File: src/rtl/servo_pkg.sv
// rtl/servo_pkg.sv - shared servo constants, duty-cycle type and sequencer states
package servo_pkg;

    localparam int DC_W      = 32;
    localparam int MIN_DC    = 50000;
    localparam int MAX_DC    = 100000;
    localparam int STEP      = 2780;
    localparam int CENTER_DC = (MIN_DC + MAX_DC) / 2;
    localparam int SLEW      = 1000;
    localparam int DEPTH     = 8;
    localparam int DWELL     = 25;

    typedef logic [DC_W-1:0] dc_t;

    typedef enum logic [1:0] {
        MANUAL     = 2'd0,
        PLAY_MOVE  = 2'd1,
        PLAY_DWELL = 2'd2
    } state_t;

endpackage

File: src/rtl/servo_wp_mem.sv
// rtl/servo_wp_mem.sv - waypoint register file, synchronous write, asynchronous read
module servo_wp_mem
    import servo_pkg::*;
#(
    parameter int DEPTH_P = servo_pkg::DEPTH,
    parameter int AW      = $clog2(DEPTH_P)
) (
    input  logic          slow_clk,
    input  logic          we,
    input  logic [AW-1:0] waddr,
    input  dc_t           wdata,
    input  logic [AW-1:0] raddr,
    output dc_t           rdata
);

    dc_t r_mem [DEPTH_P];

    // Storage is deliberately unreset; slots beyond wp_count are never read.
    always_ff @(posedge slow_clk) begin
        if (we) begin
            r_mem[waddr] <= wdata;
        end
    end

    assign rdata = r_mem[raddr];

endmodule

File: src/rtl/servo_waypoint_seq.sv
// rtl/servo_waypoint_seq.sv - manual/teach/playback position source for the servo PWM stage
module servo_waypoint_seq
    import servo_pkg::*;
#(
    parameter int MIN_DC = servo_pkg::MIN_DC,
    parameter int MAX_DC = servo_pkg::MAX_DC,
    parameter int STEP   = servo_pkg::STEP,
    parameter int SLEW   = servo_pkg::SLEW,
    parameter int DEPTH  = servo_pkg::DEPTH,
    parameter int DWELL  = servo_pkg::DWELL
) (
    input  logic                     slow_clk,
    input  logic                     rst,
    input  logic                     inc_pulse,
    input  logic                     dec_pulse,
    input  logic                     store_pulse,
    input  logic                     play_pulse,
    input  logic                     clear_pulse,
    output dc_t                      dc_out,
    output logic                     busy,
    output logic [$clog2(DEPTH):0]   wp_count,
    output logic                     full
);

    localparam int AW  = $clog2(DEPTH);
    localparam int CW  = AW + 1;
    localparam int DWW = $clog2(DWELL + 1);
    localparam int SW  = DC_W + 1;

    localparam dc_t           C_MIN    = dc_t'(MIN_DC);
    localparam dc_t           C_MAX    = dc_t'(MAX_DC);
    localparam dc_t           C_STEP   = dc_t'(STEP);
    localparam dc_t           C_CENTER = dc_t'((MIN_DC + MAX_DC) / 2);
    localparam dc_t           C_SLEW   = dc_t'(SLEW);
    localparam logic [SW-1:0] C_SLEW_W = SW'(SLEW);

    state_t          r_state, w_state_nx;
    dc_t             r_dc, w_dc_nx;
    logic [CW-1:0]   r_wp_count, w_wp_nx;
    logic [AW-1:0]   r_idx, w_idx_nx;
    logic [DWW-1:0]  r_dwell, w_dwell_nx;
    logic            r_busy;
    logic            w_we;
    logic            w_full;
    dc_t             w_target;
    logic [SW-1:0]   w_diff;
    logic [SW-1:0]   w_abs;

    servo_wp_mem #(
        .DEPTH_P (DEPTH),
        .AW      (AW)
    ) u_mem (
        .slow_clk (slow_clk),
        .we       (w_we),
        .waddr    (r_wp_count[AW-1:0]),
        .wdata    (r_dc),
        .raddr    (r_idx),
        .rdata    (w_target)
    );

    assign w_full = (r_wp_count == CW'(DEPTH));

    // One extra bit keeps the target-minus-position difference free of wraparound.
    assign w_diff = {1'b0, w_target} - {1'b0, r_dc};
    assign w_abs  = w_diff[SW-1] ? (~w_diff + 1'b1) : w_diff;

    always_comb begin
        w_state_nx = r_state;
        w_dc_nx    = r_dc;
        w_wp_nx    = r_wp_count;
        w_idx_nx   = r_idx;
        w_dwell_nx = r_dwell;
        w_we       = 1'b0;
        case (r_state)
            MANUAL: begin
                if (clear_pulse) begin
                    w_wp_nx = '0;
                end else if (play_pulse) begin
                    if (r_wp_count != '0) begin
                        w_idx_nx   = '0;
                        w_state_nx = PLAY_MOVE;
                    end
                end else if (store_pulse) begin
                    if (!w_full) begin
                        w_we    = 1'b1;
                        w_wp_nx = r_wp_count + 1'b1;
                    end
                end else if (inc_pulse) begin
                    if (r_dc + C_STEP <= C_MAX) begin
                        w_dc_nx = r_dc + C_STEP;
                    end
                end else if (dec_pulse) begin
                    if (r_dc >= C_MIN + C_STEP) begin
                        w_dc_nx = r_dc - C_STEP;
                    end
                end
            end
            PLAY_MOVE, PLAY_DWELL: begin
                if (clear_pulse) begin
                    w_state_nx = MANUAL;
                    w_wp_nx    = '0;
                end else if (play_pulse) begin
                    w_state_nx = MANUAL;
                end else if (r_state == PLAY_MOVE) begin
                    if (w_abs <= C_SLEW_W) begin
                        w_dc_nx    = w_target;
                        w_dwell_nx = '0;
                        w_state_nx = PLAY_DWELL;
                    end else if (w_diff[SW-1]) begin
                        w_dc_nx = r_dc - C_SLEW;
                    end else begin
                        w_dc_nx = r_dc + C_SLEW;
                    end
                end else begin
                    w_dwell_nx = r_dwell + 1'b1;
                    if (r_dwell == DWW'(DWELL - 1)) begin
                        w_idx_nx   = ((CW'(r_idx) + 1'b1) == r_wp_count) ? '0 : r_idx + 1'b1;
                        w_state_nx = PLAY_MOVE;
                    end
                end
            end
            default: begin
                w_state_nx = MANUAL;
            end
        endcase
    end

    always_ff @(posedge slow_clk or negedge rst) begin
        if (!rst) begin
            r_state    <= MANUAL;
            r_dc       <= C_CENTER;
            r_wp_count <= '0;
            r_idx      <= '0;
            r_dwell    <= '0;
            r_busy     <= 1'b0;
        end else begin
            r_state    <= w_state_nx;
            r_dc       <= w_dc_nx;
            r_wp_count <= w_wp_nx;
            r_idx      <= w_idx_nx;
            r_dwell    <= w_dwell_nx;
            r_busy     <= (w_state_nx != MANUAL);
        end
    end

    assign dc_out   = r_dc;
    assign busy     = r_busy;
    assign wp_count = r_wp_count;
    assign full     = w_full;

endmodule

File: config.mk
export PLATFORM = sky130hd
export DESIGN_NAME = servo_waypoint_seq
export DESIGN_NICKNAME = d
export VERILOG_FILES = /design/src/rtl/servo_pkg.sv /design/src/rtl/servo_wp_mem.sv /design/src/rtl/servo_waypoint_seq.sv
export SDC_FILE = /design/constraint.sdc
export NUM_CORES = 1
export LEC_CHECK = 0
export ABC_AREA = 1
export ABC_CLOCK_PERIOD_IN_PS = 17400
export BUFFER_PORTS_ARGS = -buffer_cell sky130_fd_sc_hd__buf_2
export CORE_ASPECT_RATIO = 0.7
export CORE_UTILIZATION = 45
export CTS_CLUSTER_DIAMETER = 120
export DETAILED_ROUTE_END_ITERATION = 8
export PLACE_DENSITY = 0.64
export SLEW_MARGIN = 20
export SYNTH_ARGS = -nofsm -noshare
export SYNTH_HDL_FRONTEND = slang
export SYNTH_SLANG_ARGS = --single-unit
File: constraint.sdc
create_clock -name slow_clk -period 17.4 [get_ports slow_clk]
set_input_delay 0 -clock slow_clk [delete_from_list [all_inputs] [get_ports slow_clk]]
set_output_delay 0 -clock slow_clk [all_outputs]
set_load 0.01 [all_outputs]
==> flow_summary.yaml <==
status:
  outcome: "finished clean"
floorplanning:
  die_w_um: 256
  fp.coreArea_um2: 44000
  rows: 64
  die_h_um: 180
  overall_die_area_um2: 45900
  num_io_pins: 45
  initial_utilization: 0.460
finish:
  flow.area_growth_from_synthesis_pct: 8.63
  design_area_um2: 22000
  fraction_of_final_layout_cells_with_drive_strength_greater_than_1: 0.0816
  final_common_cell: "sky130_fd_sc_hd__nand2_1"
  num-nets-final: 2736
  final_cell_mix: "645 x sky130_fd_sc_hd__nand2_1, 381 x sky130_fd_sc_hd__nor2_1, 283 x sky130_fd_sc_hd__inv_1"
timing:
  worst_slew_margin_rel: 0.249
  final_min_period_over_clock_period: 0.469
  final_period_minus_worst_setup_slack_ns: 8.16
  final-hold-violation-count: 0
  rsz0062_at_grt: "no"
  worst_clock_skew_ns: 0.0246
  fmax_mhz: 123
  report.final.slew_viol_count: 0
  totalNegativeSetupSlack_ns: 0
  tightestPinTransition_ns: 1.13
  final.hold.worst_slack_ns: 0.101
  setup-violations-final: 0
clock_network:
  cts_num_sinks: 303
  cts_tree: "done"
  clock_transition_at_the_registers_of_the_reported_paths_ns: 0.07
  worstSkewPairLatency_ns: 0.57
  tritoncts.num_buffers: 28
  cts_max_path_buffers: 3
  cts_htree_levels: 1
  postCtsHoldBufs: 5
  postCtsSetupRepairBufs: 0
  post_cts_resize_count: 0
  cts_root_buffer: "sky130_fd_sc_hd__clkbuf_16"
yosys:
  syn_nets: 2730
  synth_cell_area_um2: 20300
  gate_count_of_the_mapped_netlist: 2649
  synth_edf_count: 256
  yosys-top-cells-area: "sky130_fd_sc_hd__edfxtp_1 38%, sky130_fd_sc_hd__nand2_1 12%, sky130_fd_sc_hd__nor2_1 7.2%, sky130_fd_sc_hd__nand3_1 5.4%, sky130_fd_sc_hd__inv_1 5.3%"
  yosysTopAreaCell: "sky130_fd_sc_hd__edfxtp_1"
  synth-seq-cells: 303
  yosysUniqueCellTypes: 61
  yosysWarningCount: 0
  synth-async-reset-ratio: 0.155
  synth.top_cell.area_share: 0.379
  synth.yosys.seq_area_share: 0.438
  postSynth.topFlopCell: "sky130_fd_sc_hd__edfxtp_1"
  synth.avg_cell_area_um2: 7.66
detailed_routing:
  vias: 18511
  route.detailed.drc: 0
  ratio_of_routed_vias_to_standard_cells: 5.67
  route.final.wire_length_mm: 63.9
  drtIter0Drc: 2294
  per_cell_routed_wire_length_um: 19.6
  postRouteAntennaNets: 0
  firstDrtPassIters: 6
run:
  timing.max_cap.violations: 0
critical_path:
  endpoint_kind: "flip-flop"
  timing.setup.critical_path_class: "reg -> reg"
  critical_path_arrival_ns: 8.60
  critPathMostFrequentCell: "sky130_fd_sc_hd__nand2_1"
  startpoint_type: "flip-flop"
  critical_path_peak_fanout: 80
  critical_path.max_stage_delay_ns: 0.93
  timing.critical_path.required_ns: 17.85
  cpMaxStageDelayCell: "sky130_fd_sc_hd__nor4_1"
placement:
  placed_cell_area_um2: 21000
  place.gp.congestion: 1.01
  detailed_place_hpwl_mm: 45.5
  placement.io_buffers: 44
global_route:
  number_of_antenna_violations_at_the_first_check_in_global_routing: 1
  number_of_global_route_vias_before_repair: 16746
  grt_pass1_wl_mm: 98.4
  grt.total_usage: 0.274
  globalRouteOverflowTotal: 0
  grt_start_max_net_pins: 81
hold_path:
  timing.hold.worst.class: "in -> async"
[kinds of logic after synthesis]
family | Yosys count | share of synthesized area
buffers and inverters | 404 | 0.0814
flip-flops | 303 | 0.438
AND/OR/NAND/NOR | 1408 | 0.299
AO/OA/AOI/OAI | 397 | 0.108
XOR/XNOR | 63 | 0.0272
adder cells (fa/ha/maj) | 74 | 0.0464
[critical path: cells and delay by family (launching register included)]
family,cells,cell delay (ns)
buffers and inverters,3,1.73
flip-flops,1,0.72
AND/OR/NAND/NOR,17,3.32
adder cells (fa/ha/maj),2,0.75
AO/OA/AOI/OAI,6,1.21
XOR/XNOR,1,0.16
[final cells by class]
class | count | area (µm²)
Fill cell | 4283 | 22000
Multi-Input combinational cell | 1942 | 9810
Sequential cell | 303 | 8880
Inverter | 312 | 1180
Tap cell | 594 | 743
Clock buffer | 32 | 737
Timing Repair Buffer | 68 | 433
Clock inverter | 15 | 244
Antenna cell | 1 | 2.50
[state kept, by name (all words and copies together), names as in the netlist]
name,count
u_mem.r_mem,256
r_state,2
busy,1
r_dwell,5
dc_out,32
wp_count,4
r_idx,3
[path summary, 6_finish.rpt]
check	from	to	cells after the start	slack, ns
min in group slow_clk	inc_pulse	dc_out[4]	5	0.14
hold reg to reg	r_dwell[4]	r_dwell[4]	2	0.55
setup / recovery	r_idx[0]	dc_out[29]	29	9.24
setup reg to reg	r_idx[0]	dc_out[29]	29	9.24
hold / removal	rst	wp_count[0]	3	0.10
max in group asynchronous	rst	r_idx[0]	3	16.76
[stage by stage]
step                setup slack [ns]   util  instances
finish                          9.24  0.500       3267
global route                    8.72  0.500       3266
CTS                             9.58  0.500       3266
detailed placement              9.62  0.477       3214
global placement                9.67  0.476       3213
floorplan                      11.74      -       2649
[layer usage]
metal / routed length (µm) / track usage / vias up
met4: 1600 / 0.0673 / 0
met1: 29700 / 0.421 / 8676
met5: 0 / 0 / -
li1: - / - / 8845
met3: 7290 / 0.0692 / 89
met2: 25400 / 0.379 / 901
[Yosys cell counts (all sizes together) (39+ instances only)]
library cell,number
nand2,672
nor2,407
inv,304
edfxtp,256
nand3,229
o21ai,196
a21oi,97
ha,72
clkbuf,64
xor2,51
nand4,44
o22ai,41
dfrtp,39
Power is not shown: default switching activity piles up to over one toggle a cycle in this logic, so the estimate is an artifact.
